===== src/rtl/fetch_pkg.sv =====
// rtl/fetch_pkg.sv - shared types and constants for the instruction fetch queue
package fetch_pkg;

   localparam int DEPTH_DEFAULT = 4;
   localparam int WORD_BYTES    = 4;
   localparam int AW_DEFAULT    = 32;
   localparam int DW_DEFAULT    = 32;

   typedef enum logic {
      FETCH,
      DRAIN
   } fetch_state_e;

   typedef struct packed {
      logic [DW_DEFAULT-1:0] instr;
      logic [AW_DEFAULT-1:0] pc;
   } fetch_entry_t;

endpackage


===== src/rtl/fetch_queue_if.sv =====
// rtl/fetch_queue_if.sv - PC, instruction-memory and decode signals of the fetch queue
interface fetch_queue_if import fetch_pkg::*; #(
   parameter int AW = AW_DEFAULT,
   parameter int DW = DW_DEFAULT
);

   logic [AW-1:0] pc;
   logic          pc_advance;
   logic          redirect;
   logic          imem_req;
   logic [AW-1:0] imem_addr;
   logic          imem_gnt;
   logic          imem_rvalid;
   logic [DW-1:0] imem_rdata;
   logic          instr_valid;
   logic [DW-1:0] instr;
   logic [AW-1:0] instr_pc;
   logic          instr_ready;

   modport master (
      input  pc, redirect, imem_gnt, imem_rvalid, imem_rdata, instr_ready,
      output pc_advance, imem_req, imem_addr, instr_valid, instr, instr_pc
   );

   modport slave (
      output pc, redirect, imem_gnt, imem_rvalid, imem_rdata, instr_ready,
      input  pc_advance, imem_req, imem_addr, instr_valid, instr, instr_pc
   );

endinterface


===== src/rtl/fetch_queue_sync_fifo.sv =====
// rtl/fetch_queue_sync_fifo.sv - first-word fall-through FIFO with flush
module sync_fifo #(
   parameter int WIDTH = 32,
   parameter int DEPTH = 4
) (
   input  logic                   clk,
   input  logic                   rst,
   input  logic                   flush,
   input  logic                   push,
   input  logic [WIDTH-1:0]       push_data,
   input  logic                   pop,
   output logic [WIDTH-1:0]       pop_data,
   output logic                   full,
   output logic                   empty,
   output logic [$clog2(DEPTH):0] count
);

   localparam int PW = $clog2(DEPTH);
   localparam int CW = PW + 1;

   logic [WIDTH-1:0] mem [DEPTH];
   logic [PW-1:0]    wptr;
   logic [PW-1:0]    rptr;
   logic             do_push;
   logic             do_pop;

   assign full    = count == CW'(DEPTH);
   assign empty   = count == '0;
   assign do_push = push && !full && !flush;
   assign do_pop  = pop && !empty && !flush;

   always_ff @(posedge clk or posedge rst) begin
      if (rst) begin
         wptr  <= '0;
         rptr  <= '0;
         count <= '0;
      end else if (flush) begin
         wptr  <= '0;
         rptr  <= '0;
         count <= '0;
      end else begin
         if (do_push) wptr <= wptr + PW'(1);
         if (do_pop)  rptr <= rptr + PW'(1);
         if (do_push && !do_pop)      count <= count + CW'(1);
         else if (!do_push && do_pop) count <= count - CW'(1);
      end
   end

   always_ff @(posedge clk) begin
      if (do_push) mem[wptr] <= push_data;
   end

   // An empty FIFO presents zeros so downstream never sees stale words.
   assign pop_data = empty ? '0 : mem[rptr];

endmodule


===== src/rtl/fetch_queue.sv =====
// rtl/fetch_queue.sv - credit-based instruction fetch with in-order response buffering and redirect flush
module fetch_queue import fetch_pkg::*; #(
   parameter int DEPTH = DEPTH_DEFAULT,
   parameter int AW    = AW_DEFAULT,
   parameter int DW    = DW_DEFAULT
) (
   input logic           clk,
   input logic           rst,
   fetch_queue_if.master bus
);

   localparam int CW  = $clog2(DEPTH) + 1;
   localparam int OFS = $clog2(WORD_BYTES);

   fetch_state_e  state;
   fetch_state_e  state_next;
   logic [CW-1:0] drop;
   logic [CW-1:0] drop_next;
   logic [CW-1:0] outstanding;
   logic [CW-1:0] buffered;
   logic [CW-1:0] used;
   logic          grant;
   logic          pend_full;
   logic          pend_empty;
   logic [AW-1:0] pend_pc;
   logic          ibuf_push;
   logic          ibuf_pop;
   logic          ibuf_full;
   logic          ibuf_empty;
   fetch_entry_t  ibuf_in;
   fetch_entry_t  ibuf_head;

   assign used  = outstanding + buffered;
   assign grant = bus.imem_req && bus.imem_gnt;

   // Pending-PC count doubles as the outstanding-request counter, stale ones included.
   sync_fifo #(.WIDTH(AW), .DEPTH(DEPTH)) u_pend (
      .clk(clk), .rst(rst), .flush(1'b0),
      .push(grant), .push_data(bus.pc), .pop(bus.imem_rvalid),
      .pop_data(pend_pc), .full(pend_full), .empty(pend_empty), .count(outstanding)
   );

   assign ibuf_push = bus.imem_rvalid && drop == '0 && !bus.redirect;
   assign ibuf_pop  = bus.instr_valid && bus.instr_ready;
   assign ibuf_in   = '{instr: bus.imem_rdata, pc: pend_pc};

   sync_fifo #(.WIDTH($bits(fetch_entry_t)), .DEPTH(DEPTH)) u_ibuf (
      .clk(clk), .rst(rst), .flush(bus.redirect),
      .push(ibuf_push), .push_data(ibuf_in), .pop(ibuf_pop),
      .pop_data(ibuf_head), .full(ibuf_full), .empty(ibuf_empty), .count(buffered)
   );

   // On redirect every request still unanswered after this cycle becomes stale.
   always_comb begin
      drop_next = drop;
      if (bus.redirect)
         drop_next = bus.imem_rvalid ? outstanding - CW'(1) : outstanding;
      else if (bus.imem_rvalid && drop != '0)
         drop_next = drop - CW'(1);
   end

   always_ff @(posedge clk or posedge rst) begin
      if (rst) drop <= '0;
      else     drop <= drop_next;
   end

   always_ff @(posedge clk or posedge rst) begin
      if (rst) state <= FETCH;
      else     state <= state_next;
   end

   always_comb begin
      state_next = state;
      case (state)
         FETCH:   if (bus.redirect && drop_next != '0) state_next = DRAIN;
         DRAIN:   if (drop_next == '0) state_next = FETCH;
         default: state_next = FETCH;
      endcase
   end

   always_comb begin
      bus.imem_req   = !rst && state == FETCH && used < CW'(DEPTH) && !bus.redirect;
      bus.pc_advance = bus.imem_req && bus.imem_gnt;
   end

   assign bus.imem_addr   = {bus.pc[AW-1:OFS], {OFS{1'b0}}};
   assign bus.instr_valid = !ibuf_empty;
   assign bus.instr       = ibuf_head.instr;
   assign bus.instr_pc    = ibuf_head.pc;

   rvalid_needs_outstanding: assert property (@(posedge clk) disable iff (rst)
      !(bus.imem_rvalid && pend_empty));

   no_fifo_overflow: assert property (@(posedge clk) disable iff (rst)
      !((grant && pend_full) || (ibuf_push && ibuf_full)));

endmodule


===== src/flat_wrapper.sv =====
// flat-port wrapper written by rule: the top's interface ports become plain ports
module fetch_queue_flat import fetch_pkg::*;
#(
   parameter int DEPTH = DEPTH_DEFAULT,
   parameter int AW    = AW_DEFAULT,
   parameter int DW    = DW_DEFAULT
)
  (clk, rst, bus_pc, bus_redirect, bus_imem_gnt, bus_imem_rvalid, bus_imem_rdata, bus_instr_ready, bus_pc_advance, bus_imem_req, bus_imem_addr, bus_instr_valid, bus_instr, bus_instr_pc);
  fetch_queue_if #(.AW(AW), .DW(DW)) bus_i ();
  input logic clk;
  input logic rst;
  input wire logic [$bits(bus_i.pc)-1:0] bus_pc;
  input wire logic [$bits(bus_i.redirect)-1:0] bus_redirect;
  input wire logic [$bits(bus_i.imem_gnt)-1:0] bus_imem_gnt;
  input wire logic [$bits(bus_i.imem_rvalid)-1:0] bus_imem_rvalid;
  input wire logic [$bits(bus_i.imem_rdata)-1:0] bus_imem_rdata;
  input wire logic [$bits(bus_i.instr_ready)-1:0] bus_instr_ready;
  output wire logic [$bits(bus_i.pc_advance)-1:0] bus_pc_advance;
  output wire logic [$bits(bus_i.imem_req)-1:0] bus_imem_req;
  output wire logic [$bits(bus_i.imem_addr)-1:0] bus_imem_addr;
  output wire logic [$bits(bus_i.instr_valid)-1:0] bus_instr_valid;
  output wire logic [$bits(bus_i.instr)-1:0] bus_instr;
  output wire logic [$bits(bus_i.instr_pc)-1:0] bus_instr_pc;
  assign bus_i.pc = bus_pc;
  assign bus_i.redirect = bus_redirect;
  assign bus_i.imem_gnt = bus_imem_gnt;
  assign bus_i.imem_rvalid = bus_imem_rvalid;
  assign bus_i.imem_rdata = bus_imem_rdata;
  assign bus_i.instr_ready = bus_instr_ready;
  assign bus_pc_advance = bus_i.pc_advance;
  assign bus_imem_req = bus_i.imem_req;
  assign bus_imem_addr = bus_i.imem_addr;
  assign bus_instr_valid = bus_i.instr_valid;
  assign bus_instr = bus_i.instr;
  assign bus_instr_pc = bus_i.instr_pc;
  fetch_queue #(.DEPTH(DEPTH), .AW(AW), .DW(DW)) u_core (.clk(clk), .rst(rst), .bus(bus_i));
endmodule

===== config.mk =====
export PLATFORM = sky130hd
export DESIGN_NAME = fetch_queue_flat
export DESIGN_NICKNAME = d
export VERILOG_FILES = /design/src/rtl/fetch_pkg.sv /design/src/rtl/fetch_queue_if.sv /design/src/rtl/fetch_queue_sync_fifo.sv /design/src/rtl/fetch_queue.sv /design/src/flat_wrapper.sv
export SDC_FILE = /design/constraint.sdc
export NUM_CORES = 1
export LEC_CHECK = 0
export ABC_AREA = 1
export BUFFER_PORTS_ARGS = -buffer_cell sky130_fd_sc_hd__buf_2
export CAP_MARGIN = 20
export CORE_MARGIN = 2
export CORE_UTILIZATION = 55
export DETAILED_ROUTE_END_ITERATION = 8
export PLACE_DENSITY = 0.75
export SYNTH_ARGS = -nofsm -noshare
export SYNTH_HDL_FRONTEND = slang
export SYNTH_HIERARCHICAL = 1
export SYNTH_SLANG_ARGS = --single-unit

===== constraint.sdc =====
create_clock -name clk -period 5.94 [get_ports clk]
set_input_delay 0.594 -clock clk [delete_from_list [all_inputs] [get_ports clk]]
set_output_delay 0.594 -clock clk [all_outputs]
set_load 0.02 [all_outputs]

# After elaboration in Yosys (flattened, before gate mapping)
# Memory sizes are Yosys's and may differ from the RTL's.
# Index checks and enable logic that the tools add are counted.
[op_classes]
magnitude_cmp = 1
add_sub_neg = 10
mux = 21
bitwise = 1
n_reduce_logical = 39
eq_ne = 2
[ops]
columns = ["op", "n"]
rows = [
  ["64-bit two-way mux", 1],
  ["32-bit two-way mux", 1],
  ["3-bit two-way mux", 8],
  ["1-bit logical AND", 19],
  ["3-bit zero test", 4],
  ["1-bit zero test", 10],
  ["3-bit nonzero test", 3],
  ["3-bit by 1-bit subtractor with 3-bit output (second input constant)", 3],
  ["2-bit by 1-bit adder with 2-bit output (second input constant)", 4],
  ["2-bit two-way mux", 4],
  ["3-bit by 1-bit adder with 3-bit output (second input constant)", 2],
  ["3-bit equality test (second input constant)", 2],
  ["1-bit two-way mux", 6],
  ["2-bit nonzero test", 3],
  ["3-bit adder", 1],
  ["3-bit less-than comparator (second input constant)", 1],
  ["1-bit case mux with 2 select lines", 1],
  ["1-bit NOT", 1],
]
[word_totals]
output_inout_bits = 99
mem_bits_rw = 384
mem_count = 2
register_bits = 18
inputBits = 70
[memory_table]
columns = ["name", "depth", "word_bits", "read_ports", "rd_clocked_by_memory_dff", "write_ports", "line_no", "text"]
rows = [
  ["u_core.u_ibuf.mem", 4, 64, 1, 0, 1, "fetch_queue_sync_fifo.sv:21", "logic [WIDTH-1:0] mem [DEPTH];"],
  ["u_core.u_pend.mem", 4, 32, 1, 0, 1, "fetch_queue_sync_fifo.sv:21", ""],
]

# Longest topological paths before layout
# Gate-level depths: netlist of run 1.
[logic_depth]
word_depth = 10
depth_mapped = 15

# By module
# The synthesis of run 1 kept the hierarchy.
[by_module_without_submodules]
columns = ["module", "instances", "area_each_um2", "seq_area_each_um2", "cells_each"]
rows = [
  ["sync_fifo at u_core.u_ibuf", 1, 10362.4, 7862.5, 821],
  ["sync_fifo at u_core.u_pend", 1, 5474.0, 4018.9, 444],
  ["fetch_queue", 1, 664.4, 100.1, 98],
]

# Worst setup path before layout of run 1
# No wires, ideal clock.
[synth_timing]
kind = "input -> register"
start = "input bus_imem_rvalid"
end = "memory u_core/u_ibuf/mem[0][0] (netlist name) (enable)"
t_required_ns = 5.453
slack_ns = 1.683
arrival_time_ns = 3.771
stages = 5
setup_time_ns = 0.487
path_cell_list = "buf_6 > nand3_2 > nor2_1 > nand3_1 > nor2_1"
[synth_between]
elab_chain_len = 6
[synth_lines]
columns = ["item", "line_no", "text"]
rows = [
  ["start, declared", "flat_wrapper.sv:15", "input wire logic [$bits(bus_i.imem_rvalid)-1:0] bus_imem_rvalid;"],
  ["1-bit logical AND (2 in a row)", "fetch_queue.sv:43", "assign ibuf_push = bus.imem_rvalid && drop == '0 && !bus.redirect;"],
  ["net u_core.ibuf_push", "fetch_queue.sv:26", "logic ibuf_push;"],
  ["1-bit logical AND (2 in a row)", "fetch_queue_sync_fifo.sv:29", "assign do_push = push && !full && !flush;"],
  ["1-bit two-way mux", "fetch_queue_sync_fifo.sv:50", "if (do_push) mem[wptr] <= push_data;"],
  ["1-bit two-way mux (not written as such)", "fetch_queue_sync_fifo.sv:50", ""],
  ["end, declared", "fetch_queue_sync_fifo.sv:21", ""],
]
# The timed path passes the listed nets, and every way through them passes these cells.

# Final worst setup path of run 1
[layout_timing]
start = "register u_core.u_ibuf.rptr[0]"
end = "output bus_instr_pc[17]"
[layout_between]
elab_chain_len = 2
[layout_lines]
columns = ["item", "line_no", "text"]
rows = [
  ["start, declared", "fetch_queue_sync_fifo.sv:23", "logic [PW-1:0] rptr;"],
  ["start signal, assigned", "fetch_queue_sync_fifo.sv:43", "if (do_pop) rptr <= rptr + PW'(1);"],
  ["memory 4 x 64 bit", "n/a", ""],
  ["64-bit two-way mux", "fetch_queue_sync_fifo.sv:54", "assign pop_data = empty ? '0 : mem[rptr];"],
  ["end, declared", "flat_wrapper.sv:23", "output wire logic [$bits(bus_i.instr_pc)-1:0] bus_instr_pc;"],
]
# Every way passes these cells.

==> results_dict.tcl, run 1 <==
set metrics [dict create \
    clk_pin_slew_ns 0.06 \
    max_freq_ghz 0.249 \
    fin_area_mm2 0.0185 \
    grt_pass1_vias 10119 \
    grt.overflow.total 0 \
    port_buffers 166 \
    timing.final.crit_period_ns 4.02 \
    postLayoutSetupSlackWorst_ns 1.92 \
    regArea_mm2 0.0120 \
    leakage_nw 6.72 \
    clock-sinks 402 \
    postRouteAntennaNets 0 \
    tightest_slew_ns 1.07 \
    power.total_mw 7.82 \
    post_cts_resized 0 \
    min_from "bus_imem_rdata[26]" \
    holdBufCountCts 1 \
    dp.cells 1827 \
    nFillCells 2257 \
    synthesis.area_mm2 0.0165 \
    grt_max_degree 75 \
    dieArea_mm2 0.0314 \
    grt_usage_pct 22.1 \
    slew_headroom_pct 28.4 \
    core_mm2 0.0296 \
    antenna_found_initial 1 \
    dr.pass1.iters 6 \
    grt_first_pass_wirelength_um 53700 \
    vias_per_cell 5.48 \
    htreeDepth 2 \
    drive_gt1_share_pct 17.6 \
    finalClockSkew_ns 0.0131 \
    gp_congestion 0.790 \
    end_kind "output port" \
    placementRows 63 \
    wl_per_cell_um 18.2 \
    start_util_pct 55.8 \
    hp-class "input pin to register" \
    cts_buffers 40 \
    die_h_um 177 \
    hpwl_um 19700 \
    crit_path_max_fanout 70 \
    wirelength_um 34500 \
    crit_type "register to output port" \
    multi_input_comb_area_mm2 0.00372 \
    syn_inst 1361 \
    r2r_start "u_core/drop[0]" \
    num_vias 10397 \
    startpoint "u_core/u_ibuf/rptr[0]" \
    root_buffer "clkbuf_16" \
    die_w_um 177 \
    place_area_mm2 0.0173 \
    ys_warn_count 6 \
    p_per_area_mw_per_mm2 422 \
    drc_errors 0 \
    clk_latency_ns 0.52 \
    cp-start-kind "register" \
    ctsLongestPathBuffers 3 \
    drv_cap 0 \
    setup-tns-final_ns 0 \
    pin_count 169 \
    fin_crit_sh_pct 67.7 \
    outcome "finished clean" \
    cts_tree "built" \
    num_antenna_cells 0 \
    finalHoldViolCount 0 \
    drv_slew 0 \
    critical_path_arrival_ns 3.43 \
    setup_viol 0 \
    worstPathRequired_ns 5.35 \
    initialDrtViolationCount 1169 \
    avgSynthCellArea_um2 12.1 \
    fin_nets 1565 \
    rsz0062_at_grt "false" \
    stdcell_count 1896 \
    pre_cts_ws_ns 2.52 \
    vdd_drop_max_uv 280 \
    cts_setup_buffers 0 \
    syn_to_final_growth_pct 12.4 \
]
routing by layer:
| layer | routed length, um | GRT usage, % | vias up |
|---|---|---|---|
| li1 | - | - | 4933 |
| met1 | 14600 | 30.5 | 5000 |
| met2 | 16700 | 37.0 | 393 |
| met3 | 2350 | 3.20 | 69 |
| met4 | 876 | 6.40 | 2 |
| met5 | 9 | 0 | - |
path summary, 6_finish.rpt:
check	end	slack [ns]	cells past startpoint
worst max-delay path	bus_instr_pc[17]	1.92	5
worst min-delay path	u_core/u_ibuf/mem[0][58]	0.30	1
worst max register to register	u_core/u_ibuf/mem[0][41]	2.72	7
worst min register to register	u_core/state	0.56	4
max in group asynchronous	u_core/u_ibuf/rptr[0]	5.06	3
min in group asynchronous	u_core/drop[2]	0.54	3
area by class of cell:
class / instances / area share [%]
sequential: 402 / 64.7
multi-input combinational: 805 / 20.1
clock buffer: 50 / 5.77
timing repair buffer: 180 / 5.13
tap: 390 / 2.63
inverter: 52 / 1.06
clock inverter: 17 / 0.675
state kept, by name, summed over array words and instances, names as in the netlist:
name and cells:
u_core/drop 3, u_core/state 1, u_core/u_ibuf/count 3, u_core/u_ibuf/mem 256, u_core/u_ibuf/rptr 2, u_core/u_ibuf/wptr 2
u_core/u_pend/count 3, u_core/u_pend/mem 128, u_core/u_pend/rptr 2, u_core/u_pend/wptr 2
power breakdown:
part | leakage [nW] | switching [mW] | internal [mW]
sequential | 3.69 | 0.0857 | 3.31
clock | 0.582 | 0.961 | 1.35
combinational | 2.44 | 1.54 | 0.570
total | 6.72 | 2.59 | 5.23
worst max-delay path, stage by stage (launching register included):
cell	delay [ns]
dfrtp_4	0.81
clkinv_2	0.76
buf_4	0.57
o21ai_0	0.29
a21oi_1	0.16
buf_2	0.23
layout by cell type, fill, tap and decap left out, types with 12 or more instances in the layout:
master	instances
a21oi_1	104
clkbuf_16	41
o21ai_0	146
inv_1	42
edfxtp_1	384
buf_4	12
dfrtp_1	15
nand3_1	16
ha_1	12
buf_2	166
nor2_1	389
o21ai_1	57
nand2_1	44
through the flow:
step / utilization (%) / hold slack, ns
2_1_floorplan: - / 0.369
5_1_grt: 62.7 / 0.288
6_report: 62.7 / 0.296
3_3_place_gp: 58.6 / 0.518
4_1_cts: 62.6 / 0.279
3_5_place_dp: 58.6 / 0.519
(Power assumes the default switching activity.)
==> inputs of run 2 (changes only) <==
CORE_UTILIZATION = 53   (was 55)
PLACE_DENSITY = 0.76   (was 0.75)
clock period = 3.4 ns   (was 5.94 ns; I/O delays follow)
==> run 2 against run 1 <==
Against the previous run:
- via count is 1.2% lower
- final area grew 0.73%
- final cell count up 0.90%
- non-clock buffer count is 7 higher
- clock-buffer cell count grew 4
- first-iteration DRC count up 12%
- sequential share of layout area is 0.47 points lower
- critical endpoint is now bus_instr_pc[16]
==> results_dict.tcl, run 2 (synthesis gave the netlist of run 1 again) <==
set metrics [dict create \
    outcome "finished clean" \
    crit_path_max_fanout 129 \
    wl_per_cell_um 17.4 \
    fin_util_pct 61.0 \
    clk_latency_ns 0.53 \
    cp-start-kind "register" \
    die_w_um 180 \
    clk_pin_slew_ns 0.06 \
    reg2reg_to "u_core/u_pend/count[2]" \
    postLayoutSetupSlackWorst_ns 0.697 \
    min_from "bus_imem_rdata[1]" \
    cts_buffers 40 \
    wirelength_um 33400 \
    largestRegisters "u_core/u_ibuf/mem: 256 flops, u_core/u_pend/mem: 128 flops" \
    leakage_nw 6.78 \
    syn_to_final_growth_pct 13.2 \
    fin_crit_sh_pct 79.5 \
    largest_register_ffs 256 \
    p_per_area_mw_per_mm2 732 \
    drv_cap 0 \
    dr.pass1.iters 5 \
    r2r_start "u_core/u_pend/count[1]" \
    rsz0062_at_grt "false" \
    grt_usage_pct 20.2 \
    min_path_cells 1 \
    crit_chain "buf_12 -> nor2_1 -> nor2_1 -> o21ai_0 -> a21oi_1 -> buf_2" \
    grt_first_pass_wirelength_um 51700 \
    slowest_delay_ns 0.43 \
    pin_count 169 \
    initialDrtViolationCount 1307 \
    start_util_pct 53.9 \
    slew_headroom_pct 43.4 \
    hpwl_um 18700 \
    num_vias 10277 \
    critical_path_arrival_ns 2.36 \
    vias_per_cell 5.37 \
    drc_errors 0 \
    post_cts_resized 0 \
    setup-tns-final_ns 0 \
    num_antenna_cells 0 \
    hp-class "input pin to register" \
    max_freq_ghz 0.370 \
    finalClockSkew_ns 0.00996 \
    drive_gt1_share_pct 18.1 \
    antenna_found_initial 0 \
    nFillCells 2339 \
    cts_tree "built" \
    place_area_mm2 0.0175 \
    grt.overflow.total 0 \
    grt_pass1_vias 9851 \
    crit_type "register to output port" \
    fin_nets 1572 \
    power.total_mw 13.7 \
    htreeDepth 2 \
    finalHoldViolCount 0 \
    setup_viol 0 \
    clock-sinks 402 \
    drv_slew 0 \
    regMostFlops "u_core/u_ibuf/mem" \
    final_common_cell "nor2_1" \
    end_kind "output port" \
    gp_congestion 0.778 \
    port_buffers 166 \
    placementRows 64 \
    pre_cts_ws_ns 0.761 \
    rrSetupSlack_ns 0.77 \
    fin_area_mm2 0.0187 \
    core_mm2 0.0306 \
    worstPathRequired_ns 3.06 \
    cts_setup_buffers 0 \
    die_h_um 180 \
    ff2ff_path_depth 14 \
    critPathMostFrequentCell "nor2_1" \
    timing.final.crit_period_ns 2.70 \
    tightest_slew_ns 0.848 \
    hold_end "u_core/u_ibuf/mem[0][33]" \
    dieArea_mm2 0.0325 \
    root_buffer "clkbuf_16" \
    cp_slowest_cell "dfrtp_4" \
    most-common-layout-cells "nor2_1 (389), edfxtp_1 (384), buf_2 (166)" \
    vdd_drop_max_uv 485 \
    grt_max_degree 130 \
    ctsLongestPathBuffers 3 \
    postRouteAntennaNets 0 \
]
run 2: through the flow:
stage / hold WS [ns] / instances
finish: 0.0221 / 1913
global placement: 0.252 / 1841
CTS: 0.00352 / 1913
detailed placement: 0.264 / 1841
global route: 0.0166 / 1913
floorplan: 0.115 / 1365
run 2: per-layer routing:
metal	up-vias	part of all wire (%)	track usage (%)	routed length [um]
li1	4953	-	-	-
met3	49	7.2	2.79	2390
met2	403	49	34.5	16400
met5	-	0	0	0
met1	4872	42	27.4	14000
met4	0	1.9	5.81	624
run 2: where the power goes:
group	switching, mW	internal [mW]	leakage [nW]
clock	1.71	2.30	0.581
combinational	2.77	1.04	2.50
sequential	0.0851	5.78	3.69
total	4.56	9.12	6.78
run 2: repair_timing:
action                                  in CTS  in global routing
endpoints found under the setup margin       0                  0
hold buffers                                 1                  0
endpoints found under the hold margin       18                  0
run 2: worst max path at each step:
stage / slack (ns) / startpoint / to / cells past startpoint
finish: 0.70 / u_core/u_ibuf/rptr[0] / bus_instr_pc[16] / 6
global route: 0.56 / u_core/u_pend/count[1] / u_core/u_pend/count[2] / 14
CTS: 0.71 / u_core/u_ibuf/rptr[0] / bus_instr_pc[16] / 5
detailed placement: 0.76 / u_core/u_pend/count[1] / u_core/u_pend/mem[3][26] / 8
global placement: 0.90 / u_core/u_pend/count[1] / u_core/u_pend/mem[3][18] / 8
floorplan: -0.77 / u_core/drop[0] / u_core/u_ibuf/mem[0][0] / 6
run 2: final cells by class:
class                           count  area, um^2  share of cell area [%]
Clock buffer                       54        1070                    5.76
Clock inverter                     17         120                   0.643
Inverter                           52         196                    1.05
Multi-Input combinational cell    805        3720                    19.9
Sequential cell                   402       12000                    64.2
Tap cell                          396         495                    2.65
Timing Repair Buffer              187        1080                    5.78
run 2: worst max-delay path: cells and delay by family (launching register included):
family,cells,cell delay [ns]
compound gates,2,0.43
buf+inv,2,0.67
flops,1,0.43
simple gates,2,0.21
==> inputs of run 3 (changes only) <==
CORE_UTILIZATION = 55   (was 53)
PLACE_DENSITY = 0.75   (was 0.76)
clock period = 2.5 ns   (was 3.4 ns; I/O delays follow)
==> run 3 against run 2 <==
Against the previous run:
- wire length rose by 3.9%
- worst hold slack improved by 0.064 ns
- combinational power rose by 44%
- clock power rose by 38%
- sequential power rose by 37%
- non-clock buffer count rose by 78
- final cell count rose by 3.6%
- clock-buffer cell count fell by 1
- sequential share of layout area fell by 2.9 points
- first-iteration DRC count fell by 25%
- critical path depth fell by 1
- largest power group unchanged
==> results_dict.tcl, run 3 (synthesis gave the netlist of run 1 again) <==
set metrics [dict create \
    clk_latency_ns 0.52 \
    num_antenna_cells 0 \
    cts_tree "built" \
    path_buf_inv 3 \
    slew_headroom_pct 44.4 \
    wl_met3_um 2340 \
    postRouteAntennaNets 0 \
    ff2ff_path_depth 9 \
    worstPathRequired_ns 2.25 \
    finalHoldViolCount 0 \
    seqPwrFrac_pct 42.1 \
    switchingPower_mw 6.27 \
    grt.overflow.total 0 \
    htreeDepth 2 \
    crit_family "buffers and inverters" \
    dr_wl_met2_um 17100 \
    final_common_cell "nor2_1" \
    syn_to_final_growth_pct 18.6 \
    port_buffers 166 \
    max_freq_ghz 0.405 \
    clock-sinks 402 \
    setup-tns-final_ns 0 \
    largestRegisters "u_core/u_ibuf/mem: 256 flops, u_core/u_pend/mem: 128 flops" \
    fin_nets 1651 \
    regMostFlops "u_core/u_ibuf/mem" \
    slowest_delay_ns 0.60 \
    pin_count 169 \
    grt_max_degree 70 \
    met1_length_um 14500 \
    crit_chain "clkinv_2 -> buf_12 -> o21ai_0 -> a21oi_1 -> buf_2" \
    die_w_um 177 \
    root_buffer "clkbuf_16" \
    wirelength_um 34700 \
    fin_area_mm2 0.0196 \
    rsz0062_at_grt "true" \
    leakage_nw 7.14 \
    place_area_mm2 0.0177 \
    drive_gt1_share_pct 18.2 \
    fin_crit_sh_pct 98.8 \
    hp-class "input pin to register" \
    ctsLongestPathBuffers 3 \
    vias_per_cell 5.36 \
    start_util_pct 55.8 \
    crit_path_max_fanout 69 \
    p_comb_share_pct 28.8 \
    grt_pass1_vias 10285 \
    cp_slowest_cell "dfrtp_4" \
    p_sw_share_pct 33.0 \
    antenna_found_initial 0 \
    intPower_mw 12.7 \
    dieArea_mm2 0.0314 \
    power.total_mw 19.0 \
    rrSetupSlack_ns 0.18 \
    timing.final.crit_period_ns 2.47 \
    num_vias 10617 \
    core_mm2 0.0296 \
    placementRows 63 \
    most-common-layout-cells "nor2_1 (389), edfxtp_1 (384), buf_2 (166)" \
    r2r_start "u_core/u_pend/count[1]" \
    min_from "bus_redirect" \
    die_h_um 177 \
    cts_buffers 41 \
    hold_end "u_core/u_ibuf/count[2]" \
    p_per_area_mw_per_mm2 971 \
    drv_slew 0 \
    grt_first_pass_wirelength_um 53100 \
    p_clk_share_pct 29.1 \
    grt_usage_pct 21.9 \
    tightest_slew_ns 0.835 \
    wl_per_cell_um 17.5 \
    gp_congestion 0.768 \
    drc_errors 0 \
    hpwl_um 19700 \
    cp-start-kind "register" \
    reg2reg_to "u_core/u_pend/mem[0][21]" \
    end_kind "output port" \
    vdd_drop_max_uv 749 \
    finalClockSkew_ns 0.0134 \
    min_path_cells 4 \
    clk_pin_slew_ns 0.06 \
    initialDrtViolationCount 976 \
    outcome "finished clean" \
    setup_viol 0 \
    drv_cap 0 \
    largest_register_ffs 256 \
    crit_type "register to output port" \
    critical_path_arrival_ns 2.22 \
    dr.pass1.iters 5 \
    topRoutingLayerUsed "met4" \
]
run 3: changes by cell type in the layout (fill, tap and decap cells not counted), sizes merged:
cell	delta
clkinv	-3
bufinv	+1
dlygate4sd3	+64
buf	+14
inv	-2
clkbuf	-1
clkinvlp	+2
run 3: through the flow:
stage / cells / utilization, % / hold WS (ns) / setup WS, ns
2_1_floorplan: 1365 / - / 0.0245 / -0.659
3_3_place_gp: 1848 / 59.8 / 0.170 / 0.242
3_5_place_dp: 1848 / 59.8 / 0.180 / 0.180
4_1_cts: 1982 / 66.1 / 0.0635 / 0.0268
5_1_grt: 1982 / 66.2 / 0.0962 / -0.0426
6_report: 1982 / 66.2 / 0.0865 / 0.0288
run 3: worst max-delay path by stage:
stage	startpoint	end	cells past startpoint	slack (ns)
6_report	u_core/u_ibuf/rptr[0]	bus_instr_pc[6]	5	0.03
3_5_place_dp	u_core/u_pend/count[1]	u_core/u_pend/mem[0][23]	9	0.18
2_1_floorplan	u_core/drop[0]	u_core/u_ibuf/mem[0][0]	6	-0.66
5_1_grt	u_core/u_ibuf/rptr[1]	bus_instr[6]	6	-0.04
3_3_place_gp	u_core/u_pend/count[1]	u_core/u_pend/mem[0][21]	9	0.24
4_1_cts	u_core/u_ibuf/rptr[0]	bus_instr_pc[7]	6	0.03
run 3: power groups by stage:
stage | Clock (mW) | Combinational, mW | Sequential, mW
global placement | 0 | 5.17 | 8.15
detailed placement | 0 | 5.29 | 8.16
floorplan | 0 | 3.62 | 8.09
CTS | 5.63 | 5.44 | 8.01
global route | 5.89 | 5.98 | 8.03
finish | 5.52 | 5.47 | 8.01
run 3: layout make-up:
type                       count  area (um^2)
timing repair buffer         265         1940
clock inverter                15          128
clock buffer                  53         1070
sequential                   402        12000
fill                        2053         9990
multi-input combinational    805         3760
inverter                      52          196
tap                          390          488
run 3: worst register-to-register path, delay by kind of cell, from the launching register on:
| kind | cells | cell delay (ns) |
|---|---|---|
| buffers and inverters | 2 | 0.42 |
| flip-flops | 1 | 0.47 |
| AND/OR/NAND/NOR | 5 | 0.73 |
| adder cells (fa/ha/maj) | 1 | 0.28 |
| XOR/XNOR | 1 | 0.10 |
run 3: what timing repair did:
item / 4_1_cts / 5_1_grt
hold buffers: 65 / 0
resized for setup: 2 / 4
setup buffers: 1 / 0
endpoints found under the setup margin: 15 / 16
pin swaps: 0 / 2
endpoints found under the hold margin: 274 / 0
run 3: per-layer routing:
metal / track usage [%] / up-vias
li1: - / 5101
met1: 28.7 / 5099
met2: 38.1 / 369
met3: 3.22 / 48
met4: 6.78 / 0
met5: 0 / -
